$ cat config.mk
export PLATFORM = sky130hd
export DESIGN_NAME = pong_referee
export DESIGN_NICKNAME = d
export VERILOG_FILES = /design/src/rtl/pong_referee_pkg.sv /design/src/rtl/pong_referee_hit_detect.sv /design/src/rtl/pong_referee.sv
export SDC_FILE = /design/constraint.sdc
export NUM_CORES = 1
export LEC_CHECK = 0
export ABC_AREA = 1
export BUFFER_PORTS_ARGS = -buffer_cell sky130_fd_sc_hd__buf_2
export CAP_MARGIN = 20
export CORE_MARGIN = 2
export CORE_UTILIZATION = 52
export DETAILED_ROUTE_END_ITERATION = 8
export GPL_TIMING_DRIVEN = 0
export HOLD_SLACK_MARGIN = 0.12
export MAX_ROUTING_LAYER = met4
export PLACE_DENSITY = 0.85
export SLEW_MARGIN = 10
export SYNTH_ARGS = -nofsm -noshare
export SYNTH_HDL_FRONTEND = slang
export SYNTH_SLANG_ARGS = --single-unit
$ cat constraint.sdc
create_clock -name clock -period 2.5 [get_ports clock]
set_input_delay 0.125 -clock clock [delete_from_list [all_inputs] [get_ports clock]]
set_output_delay 0.125 -clock clock [all_outputs]
set_load 0.005 [all_outputs]
$ cat src/rtl/pong_referee_pkg.sv
// ---------------------------------------------------------------------------
// pong_referee_pkg
//   Shared definitions for the pong referee and its collision helper:
//   - bounce codes sent to the ball FSM (none / paddle / wall / scored)
//   - referee FSM state encodings (SERVE, PLAY, OVER)
//   - default screen dimensions
//   - edge_sum(): widens a position plus a size to 11 bits so that edge
//     compares never wrap
// ---------------------------------------------------------------------------
package pong_referee_pkg;

    localparam logic [1:0] BOUNCE_NONE   = 2'b00;
    localparam logic [1:0] BOUNCE_PADDLE = 2'b01;
    localparam logic [1:0] BOUNCE_WALL   = 2'b10;
    localparam logic [1:0] BOUNCE_SCORE  = 2'b11;

    localparam logic [1:0] ST_SERVE = 2'd0;
    localparam logic [1:0] ST_PLAY  = 2'd1;
    localparam logic [1:0] ST_OVER  = 2'd2;

    localparam int SCREEN_X_DEF = 640;
    localparam int SCREEN_Y_DEF = 480;

    // Far edge of an object (left/top edge plus width/height), one bit wider
    // than the position so the sum cannot overflow.
    function automatic logic [10:0] edge_sum(input logic [9:0] pos, input logic [7:0] size);
        return {1'b0, pos} + {3'b000, size};
    endfunction

endpackage

$ cat src/rtl/pong_referee_hit_detect.sv
// ---------------------------------------------------------------------------
// pong_referee_hit_detect
//   Combinational axis-aligned bounding-box overlap between the ball and one
//   paddle. Overlap is strict: touching edges do not count as a hit.
// Ports
//   ball_x, ball_y  in  10  ball left / top edge
//   ball_w, ball_h  in  8   ball width / height
//   pad_y           in  10  paddle top edge (paddle x is the PAD_X parameter)
//   hit             out 1   ball and paddle rectangles overlap
// ---------------------------------------------------------------------------
module pong_referee_hit_detect
    import pong_referee_pkg::*;
#(
    parameter int PAD_X    = 20,
    parameter int PADDLE_W = 10,
    parameter int PADDLE_H = 60
) (
    input  logic [9:0] ball_x,
    input  logic [9:0] ball_y,
    input  logic [7:0] ball_w,
    input  logic [7:0] ball_h,
    input  logic [9:0] pad_y,
    output logic       hit
);

    localparam logic [10:0] PAD_L = 11'(PAD_X);
    localparam logic [10:0] PAD_R = 11'(PAD_X + PADDLE_W);

    logic [10:0] ball_r;
    logic [10:0] ball_b;
    logic [10:0] pad_b;
    logic        x_overlap;
    logic        y_overlap;

    assign ball_r = edge_sum(ball_x, ball_w);
    assign ball_b = edge_sum(ball_y, ball_h);
    assign pad_b  = {1'b0, pad_y} + 11'(PADDLE_H);

    assign x_overlap = ({1'b0, ball_x} < PAD_R) && (ball_r > PAD_L);
    assign y_overlap = ({1'b0, ball_y} < pad_b) && (ball_b > {1'b0, pad_y});
    assign hit       = x_overlap && y_overlap;

endmodule

$ cat src/rtl/pong_referee.sv
// ---------------------------------------------------------------------------
// pong_referee
//   Evaluates ball collisions once per tick and issues a registered 2-bit
//   bounce code to the ball FSM (00 none, 01 paddle, 10 wall, 11 scored).
//   Keeps both scores and sequences SERVE -> PLAY -> (SERVE | OVER).
// Ports
//   clock      in   1   system clock
//   reset      in   1   synchronous, active-high
//   tick       in   1   1-cycle evaluation strobe
//   ball_x/y   in   10  ball left / top edge
//   ball_w/h   in   8   ball width / height
//   pad1_y     in   10  left paddle top edge
//   pad2_y     in   10  right paddle top edge
//   bounce     out  2   bounce code, 1-cycle pulse the cycle after a tick
//   score1/2   out  4   left / right player score
//   serving    out  1   high in SERVE
//   game_over  out  1   high in OVER
// ---------------------------------------------------------------------------
module pong_referee
    import pong_referee_pkg::*;
#(
    parameter int SCREEN_X    = SCREEN_X_DEF,
    parameter int SCREEN_Y    = SCREEN_Y_DEF,
    parameter int PADDLE_W    = 10,
    parameter int PADDLE_H    = 60,
    parameter int P1_X        = 20,
    parameter int P2_X        = 610,
    parameter int WIN_SCORE   = 9,
    parameter int SERVE_DELAY = 60,
    parameter int COOLDOWN    = 4
) (
    input  logic       clock,
    input  logic       reset,
    input  logic       tick,
    input  logic [9:0] ball_x,
    input  logic [9:0] ball_y,
    input  logic [7:0] ball_w,
    input  logic [7:0] ball_h,
    input  logic [9:0] pad1_y,
    input  logic [9:0] pad2_y,
    output logic [1:0] bounce,
    output logic [3:0] score1,
    output logic [3:0] score2,
    output logic       serving,
    output logic       game_over
);

    localparam logic [10:0] SX        = 11'(SCREEN_X);
    localparam logic [10:0] SY        = 11'(SCREEN_Y);
    localparam logic [3:0]  WIN       = 4'(WIN_SCORE);
    localparam logic [3:0]  CD_LOAD   = 4'(COOLDOWN);
    localparam logic [7:0]  SERVE_END = 8'(SERVE_DELAY - 1);

    logic [1:0] state, state_n;
    logic [7:0] serve_cnt, serve_cnt_n;
    logic [3:0] pad_cd, pad_cd_n, pad_cd_dec;
    logic [3:0] wall_cd, wall_cd_n, wall_cd_dec;
    logic [3:0] score1_n, score2_n;
    logic [1:0] bounce_n;
    logic       hit1, hit2;
    logic       left_exit, right_exit, wall_hit;

    pong_referee_hit_detect #(.PAD_X(P1_X), .PADDLE_W(PADDLE_W), .PADDLE_H(PADDLE_H)) u_hit1 (
        .ball_x(ball_x), .ball_y(ball_y), .ball_w(ball_w), .ball_h(ball_h),
        .pad_y(pad1_y), .hit(hit1)
    );

    pong_referee_hit_detect #(.PAD_X(P2_X), .PADDLE_W(PADDLE_W), .PADDLE_H(PADDLE_H)) u_hit2 (
        .ball_x(ball_x), .ball_y(ball_y), .ball_w(ball_w), .ball_h(ball_h),
        .pad_y(pad2_y), .hit(hit2)
    );

    // A position at or past the screen edge is a ball that has wrapped below 0.
    assign left_exit  = (ball_x == 10'd0) || ({1'b0, ball_x} >= SX);
    assign right_exit = edge_sum(ball_x, ball_w) >= SX;
    assign wall_hit   = (ball_y == 10'd0) || ({1'b0, ball_y} >= SY) ||
                        (edge_sum(ball_y, ball_h) >= SY);

    // Cooldowns count down at the start of each PLAY tick and gate on the
    // decremented value, so a code suppressed at load COOLDOWN may repeat on
    // the COOLDOWN-th tick after it was issued.
    assign pad_cd_dec  = (pad_cd  != 4'd0) ? pad_cd  - 4'd1 : 4'd0;
    assign wall_cd_dec = (wall_cd != 4'd0) ? wall_cd - 4'd1 : 4'd0;

    always_comb begin
        // NOTE: every signal driven here gets a default first; a path that left one unassigned would infer a latch.
        state_n     = state;
        serve_cnt_n = serve_cnt;
        pad_cd_n    = pad_cd;
        wall_cd_n   = wall_cd;
        score1_n    = score1;
        score2_n    = score2;
        bounce_n    = BOUNCE_NONE;

        if (tick) begin
            case (state)
                ST_SERVE: begin
                    if (serve_cnt == SERVE_END) begin
                        state_n     = ST_PLAY;
                        serve_cnt_n = 8'd0;
                    end else begin
                        serve_cnt_n = serve_cnt + 8'd1;
                    end
                end
                ST_PLAY: begin
                    pad_cd_n  = pad_cd_dec;
                    wall_cd_n = wall_cd_dec;
                    if (left_exit || right_exit) begin
                        bounce_n  = BOUNCE_SCORE;
                        pad_cd_n  = 4'd0;
                        wall_cd_n = 4'd0;
                        if (left_exit) begin
                            score2_n = (score2 >= WIN) ? score2 : score2 + 4'd1;
                            state_n  = (score2_n == WIN) ? ST_OVER : ST_SERVE;
                        end else begin
                            score1_n = (score1 >= WIN) ? score1 : score1 + 4'd1;
                            state_n  = (score1_n == WIN) ? ST_OVER : ST_SERVE;
                        end
                    end else if ((hit1 || hit2) && (pad_cd_dec == 4'd0)) begin
                        bounce_n = BOUNCE_PADDLE;
                        pad_cd_n = CD_LOAD;
                    end else if (wall_hit && (wall_cd_dec == 4'd0)) begin
                        bounce_n  = BOUNCE_WALL;
                        wall_cd_n = CD_LOAD;
                    end
                end
                default: ;  // OVER: ticks are ignored until reset
            endcase
        end
    end

    // NOTE: state registers use non-blocking assignments so every register samples pre-edge values regardless of statement order.
    always_ff @(posedge clock) begin
        if (reset) begin
            state     <= ST_SERVE;
            serve_cnt <= 8'd0;
            pad_cd    <= 4'd0;
            wall_cd   <= 4'd0;
            score1    <= 4'd0;
            score2    <= 4'd0;
            bounce    <= BOUNCE_NONE;
        end else begin
            state     <= state_n;
            serve_cnt <= serve_cnt_n;
            pad_cd    <= pad_cd_n;
            wall_cd   <= wall_cd_n;
            score1    <= score1_n;
            score2    <= score2_n;
            bounce    <= bounce_n;
        end
    end

    assign serving   = (state == ST_SERVE);
    assign game_over = (state == ST_OVER);

endmodule

== After elaboration in Yosys (flattened, before gate mapping) ==
Index checks and enable logic that the tools add are counted.
Operators by class
  add/sub/neg operators: 9
  order comparisons: 14
  eq/ne operators: 7
  multiplexer cells: 19
  bitwise operators: 3
  reduce and logical (&&, ||, !) cells: 27
Operators with widths (count)
  $mux 4: 9
  $add 10x6->11 const B: 2
  $add 10x8->11: 2
  $gt 11x10->1: 2
  $lt 10x11->1: 2
  $logic_not 10->1: 2
  $mux 2: 8
  $reduce_and 4->1: 3
  $ge 11x10->1 const B: 1
  $ge 11x9->1 const B: 1
  $gt 11x10->1 const B: 1
  $gt 11x5->1 const B: 1
  $ge 10x10->1 const B: 1
  $ge 10x9->1 const B: 1
  $lt 10x10->1 const B: 1
  $lt 10x5->1 const B: 1
  $add 4x1->4 const B: 2
  $add 8x1->8 const B: 1
  $eq 4x4->1 const B: 2
  $eq 8x6->1 const B: 1
  $ge 4x4->1 const B: 2
  $logic_and 1x1->1: 8
  $logic_not 4->1: 2
  $mux 8: 1
  other kinds (13): 22
Storage, ports and cells
  register bits: 28
  input port bits: 59
  output and inout bits: 12
  logic and storage cells: 86

== Logic depth before layout (Yosys ltp) ==
  depth after elaboration: 8
  gate-level depth with buffers: 27
  gate-level depth less buffers: 27

== Modules after synthesis ==
A second synthesis with hierarchy kept.
Unflattened totals
  cell total of the unflattened synthesis: 889
  area total of the unflattened synthesis: 5431.5 um^2
Modules (own cells, without submodules)
  pong_referee: times used 1, cells an instance 373, area an instance 2321.0 um^2, sequential area each 560.5 um^2
  pong_referee_hit_detect (u_hit1): times used 1, cells an instance 263, area an instance 1592.8 um^2, sequential area each 0.0 um^2
  pong_referee_hit_detect (u_hit2): times used 1, cells an instance 253, area an instance 1517.7 um^2, sequential area each 0.0 um^2

== Worst setup path before layout ==
OpenSTA, ideal clock, no wires.
  path kind: in2reg
  start: input port ball_y[0]
  end: register wall_cd[2]
  library setup time: 0.133 ns
  arrival time: 2.602 ns
  data required time: 2.367 ns
  slack: -0.235 ns
  cell stages on the path: 23
  buffers on the path: 0
  path through: ha_1 fa_1 nand3_1 nand2_1 a21oi_1 xor2_1 inv_1 ha_1 nand3_1 nor2_1 nand2_1 nand3_1 nand2_1 nand2_1 nand2_1 nand2_1 nand2_1 nor2_1 nand3_2 nand2_2 nand3_1 nand3_2 a21oi_2
On the way
  longest elaborated chain between the ends: 8
  elaborated cells between the ends (all ways): 20
  classes of those cells: add/sub: 1; order compare: 6; mux: 3; reduce/logical: 10
Ends and longest elaborated chain
  start: declaration: RTL line pong_referee.sv:36  | input logic [9:0] ball_y,
  $add 10x8->11: RTL line pong_referee_pkg.sv:27  | return {1'b0, pos} + {3'b000, size};
  $gt 11x10->1: RTL line pong_referee_hit_detect.sv:40  | assign y_overlap = ({1'b0, ball_y} < pad_b) && (ball_b > {1'b0, pad_y});
  $logic_and 1x1->1: RTL line pong_referee_hit_detect.sv:40
  $logic_and 1x1->1: RTL line pong_referee_hit_detect.sv:41  | assign hit = x_overlap && y_overlap;
  $logic_or 1x1->1: RTL line pong_referee.sv:119  | end else if ((hit1 || hit2) && (pad_cd_dec == 4'd0)) begin
  $logic_and 1x1->1: RTL line pong_referee.sv:119
  $mux 4 *: RTL line pong_referee.sv:119
  $mux 4 *: RTL line pong_referee.sv:108  | if (left_exit || right_exit) begin
  end signal: assignment: RTL line pong_referee.sv:146  | wall_cd <= wall_cd_n;
  end: declaration: RTL line pong_referee.sv:57  | logic [3:0] wall_cd, wall_cd_n, wall_cd_dec;
Every way passes the cells marked *; elsewhere a longest branch is shown, timed or not.
A chain may end at the register's enable or synchronous reset.

== Worst setup path in the final report ==
Ends and elaborated chain as after synthesis.

==> run metrics <==
uppermost routed layer=met4; Detail Placement HPWL=7750 um; total of endpoints with negative setup slack in the final report=4; most frequent cells after synthesis=sky130_fd_sc_hd__nand2_1 (133), sky130_fd_sc_hd__inv_1 (84), sky130_fd_sc_hd__ha_1 (63); portion of synthesized cell area occupied by the leading cell type=20.6%; Routed Antenna Nets=0; Area contributors post-synth=sky130_fd_sc_hd__ha_1 (21%), sky130_fd_sc_hd__dfxtp_1 (15%), sky130_fd_sc_hd__nand2_1 (13%), sky130_fd_sc_hd__inv_1 (8.2%), sky130_fd_sc_hd__a21oi_1 (6.3%); Vert. Die Dim=89.7 um; global-route wire length before repair=16400 um; cell chosen for the clock root=sky130_fd_sc_hd__clkbuf_8; H-tree depth reported by CTS=1; Clk pin slew, worst setup/hold paths=0.10 ns; Tmin final=2.61 ns; unrepaired setup endpoints after global routing=yes; average footprint of a synthesized cell=6.49 sq um; largest family of logic cells by synthesized area=simple AND/OR/NAND/NOR gates; Crit Path Category=in2reg; number of enable-type register cells in the synthesized netlist=0; DIE AREA=8050 sq um; worst hold slack after final layout=0.270 ns; Horiz. Die Dim=89.7 um; number of library cell types mapped by synthesis=48; total gr overflow=0; Slew headroom=56.8%; Worst Setup End Kind=register; total number of clock tree sinks=28; xor-xnor portion of the synthesized cell area=5.70%; pre-CTS worst setup slack=-0.599 ns; number of global-route vias before repair=4010; minimum setup slack in the final design=-0.114 ns; Power Dens Cells=350 nW/um^2; max cap viols=0; DRT met1 WL=4010 um; most used flip-flop cell after synthesis=sky130_fd_sc_hd__dfxtp_1; Mapped Area=3820 sq um; type of origin of the critical path=input port; max-slew violation total from the final report=0; worst vdd ir=0.202 mV; synthesized-area fraction occupied by adder cells=21.7%; failing checks=setup timing; largest net degree at the start of global routing=17; Lkg Pwr=2.38 nW; run status=finished, violations left; synthesis-stage register bit count=28; largest driver fanout on the critical path=5; initial antenna violation count=0; Initial Utilization=53.3%; mux contribution to synthesized area=0%; Async S/R FF share, synth=0%; detail-routed via count per cell=5.27; final hold violations=0; final period utilization=105%; count of yosys warnings during synthesis=0; Min-Delay Path Class=in2reg; Worst Skew=0.00257 ns; data arrival time of the critical path=2.83 ns; Routability Congestion=0.908; transition at the pin with the smallest max-transition slack=0.641 ns; most area-hungry cell type in the Yosys netlist=sky130_fd_sc_hd__ha_1; met3 routed WL=440 um; Antenna Diode Count=0; placed cells=757; Max Root-Sink Buffers=2; source-to-sink clock delay at the later pin of the worst-skew pair=0.28 ns; CTS tree=done; sequential element share of the synthesized area=14.7%; area of the placeable core=7180 sq um; detailed-route via count=4069; Total Routing Usage GR=24.2%; most frequent cell after synthesis=sky130_fd_sc_hd__nand2_1; number of inserted filler cells in the final layout=653; number of buffers added on ports=69; fraction of layout instances using a drive strength above 1=22.7%; final WL=9590 um; Worst Path Required=2.72 ns; number of buffers created by CTS=3; cell count after synthesis=589; Top-Level Pins=71; total number of nets in the final design=798; synthesized-area fraction occupied by ao, oa, aoi and oai cells=13.8%; number of violations reported at the end of detailed-routing iteration 0=175; post-detailed-route wirelength per cell=12.4 um; Max Freq=383 MHz; DRC violation count after routing=0; area fraction in and, or, nand and nor cells after synthesis=34.5%; Layout Cells excl Fill=772; Area Overhead vs Synth=21.1%; First-pass DRT Iterations=4; routed length on met2=4910 um; syn nets=713; num rows=31
## cell type report
type	instances	area [sq um]	area share, %
inverter	96	363	7.84
buffer	2	8.76	0.189
tap	99	124	2.68
timing repair buffer	80	444	9.59
clock buffer	3	41.3	0.892
sequential	28	561	12.1
multi-input combinational	463	3060	66.1
clock inverter	1	30.0	0.649
## sequential cells by signal, indices dropped and copies added (netlist names)
| register | cells |
|---|---|
| state | 2 |
| score1 | 4 |
| bounce | 2 |
| pad_cd | 4 |
| serve_cnt | 8 |
| wall_cd | 4 |
| score2 | 4 |
## layer usage
metal	vias to the layer above	global-route usage, %
met5	-	-
met4	0	6.15
met3	20	3.27
met2	107	46.3
met1	1835	26.2
li1	2107	-
## critical path: stages
cell and delay (ns):
sky130_fd_sc_hd__buf_8 0.10, sky130_fd_sc_hd__ha_4 0.15, sky130_fd_sc_hd__fa_2 0.35, sky130_fd_sc_hd__nand3_2 0.08, sky130_fd_sc_hd__nand2_2 0.07, sky130_fd_sc_hd__a21oi_2 0.14, sky130_fd_sc_hd__xor2_1 0.24, sky130_fd_sc_hd__inv_2 0.10
sky130_fd_sc_hd__ha_4 0.29, sky130_fd_sc_hd__nand3_2 0.06, sky130_fd_sc_hd__nor2_2 0.12, sky130_fd_sc_hd__nand2_1 0.08, sky130_fd_sc_hd__nand3_1 0.07, sky130_fd_sc_hd__nand2_1 0.05, sky130_fd_sc_hd__nand2_1 0.07, sky130_fd_sc_hd__nand2_2 0.06
sky130_fd_sc_hd__nand2_1 0.06, sky130_fd_sc_hd__nand2_1 0.05, sky130_fd_sc_hd__nor2_1 0.11, sky130_fd_sc_hd__nand3_2 0.07, sky130_fd_sc_hd__nand2_2 0.10, sky130_fd_sc_hd__nand2_4 0.08, sky130_fd_sc_hd__nand2_2 0.07, sky130_fd_sc_hd__nand3_2 0.06
sky130_fd_sc_hd__a21oi_2 0.12
## final timing paths
kind                  start          to  slack (ns)  cells past startpoint
setup / recovery  ball_y[0]  wall_cd[2]       -0.11                     25
hold / removal         tick    state[0]        0.27                      5
setup reg to reg  score2[0]    state[1]        0.43                      9
hold reg to reg   pad_cd[3]   pad_cd[3]        0.48                      2
## cell families (layout without fill, tap and decap cells)
group	after synthesis	after routing
buf+inv	98	182
flops	28	28
compound gates	90	90
xor+xnor	24	24
fa+ha+maj	65	65
simple gates	284	284
## where the power goes
part	leakage (nW)	switching (mW)	internal [mW]
sequential	0.226	0.00322	0.450
combinational	2.11	0.468	0.335
clock	0.0357	0.148	0.215
total	2.38	0.619	0.999
## what timing repair did
action / 4_1_cts / 5_1_grt
hold buffers: 0 / 0
gates resized for setup: 17 / 6
buffers inserted: 8 / 3
pin swaps: 18 / 2
setup endpoints to repair: 5 / 5
## cells in the final DEF (no fill, tap or decap), types with 7 or more instances in the layout
master	netlist	final
sky130_fd_sc_hd__nand3_1	44	37
sky130_fd_sc_hd__nor3_1	8	8
sky130_fd_sc_hd__nor2_1	53	50
sky130_fd_sc_hd__buf_2	1	68
sky130_fd_sc_hd__ha_4	0	7
sky130_fd_sc_hd__a21oi_1	48	46
sky130_fd_sc_hd__nand3_2	3	10
sky130_fd_sc_hd__xor2_1	19	17
sky130_fd_sc_hd__inv_2	9	10
sky130_fd_sc_hd__nand4_1	8	8
sky130_fd_sc_hd__ha_1	63	56
sky130_fd_sc_hd__nand2_2	8	10
sky130_fd_sc_hd__o21ai_0	14	14
sky130_fd_sc_hd__nand2_1	133	131
sky130_fd_sc_hd__inv_1	84	83
sky130_fd_sc_hd__buf_4	0	11
sky130_fd_sc_hd__dfxtp_1	28	28
## metrics by stage
step	TNS, ns	power (mW)	util, %	instance area (sq um)
floorplan	-0.237	0.996	-	3870
global placement	-2.56	1.17	60.5	4340
detailed placement	-2.83	1.19	60.5	4340
CTS	-0.290	1.59	63.5	4560
global route	-1.22	1.75	64.5	4630
finish	-0.293	1.62	64.5	4630
Note: power is estimated with default switching activity, not from simulation.
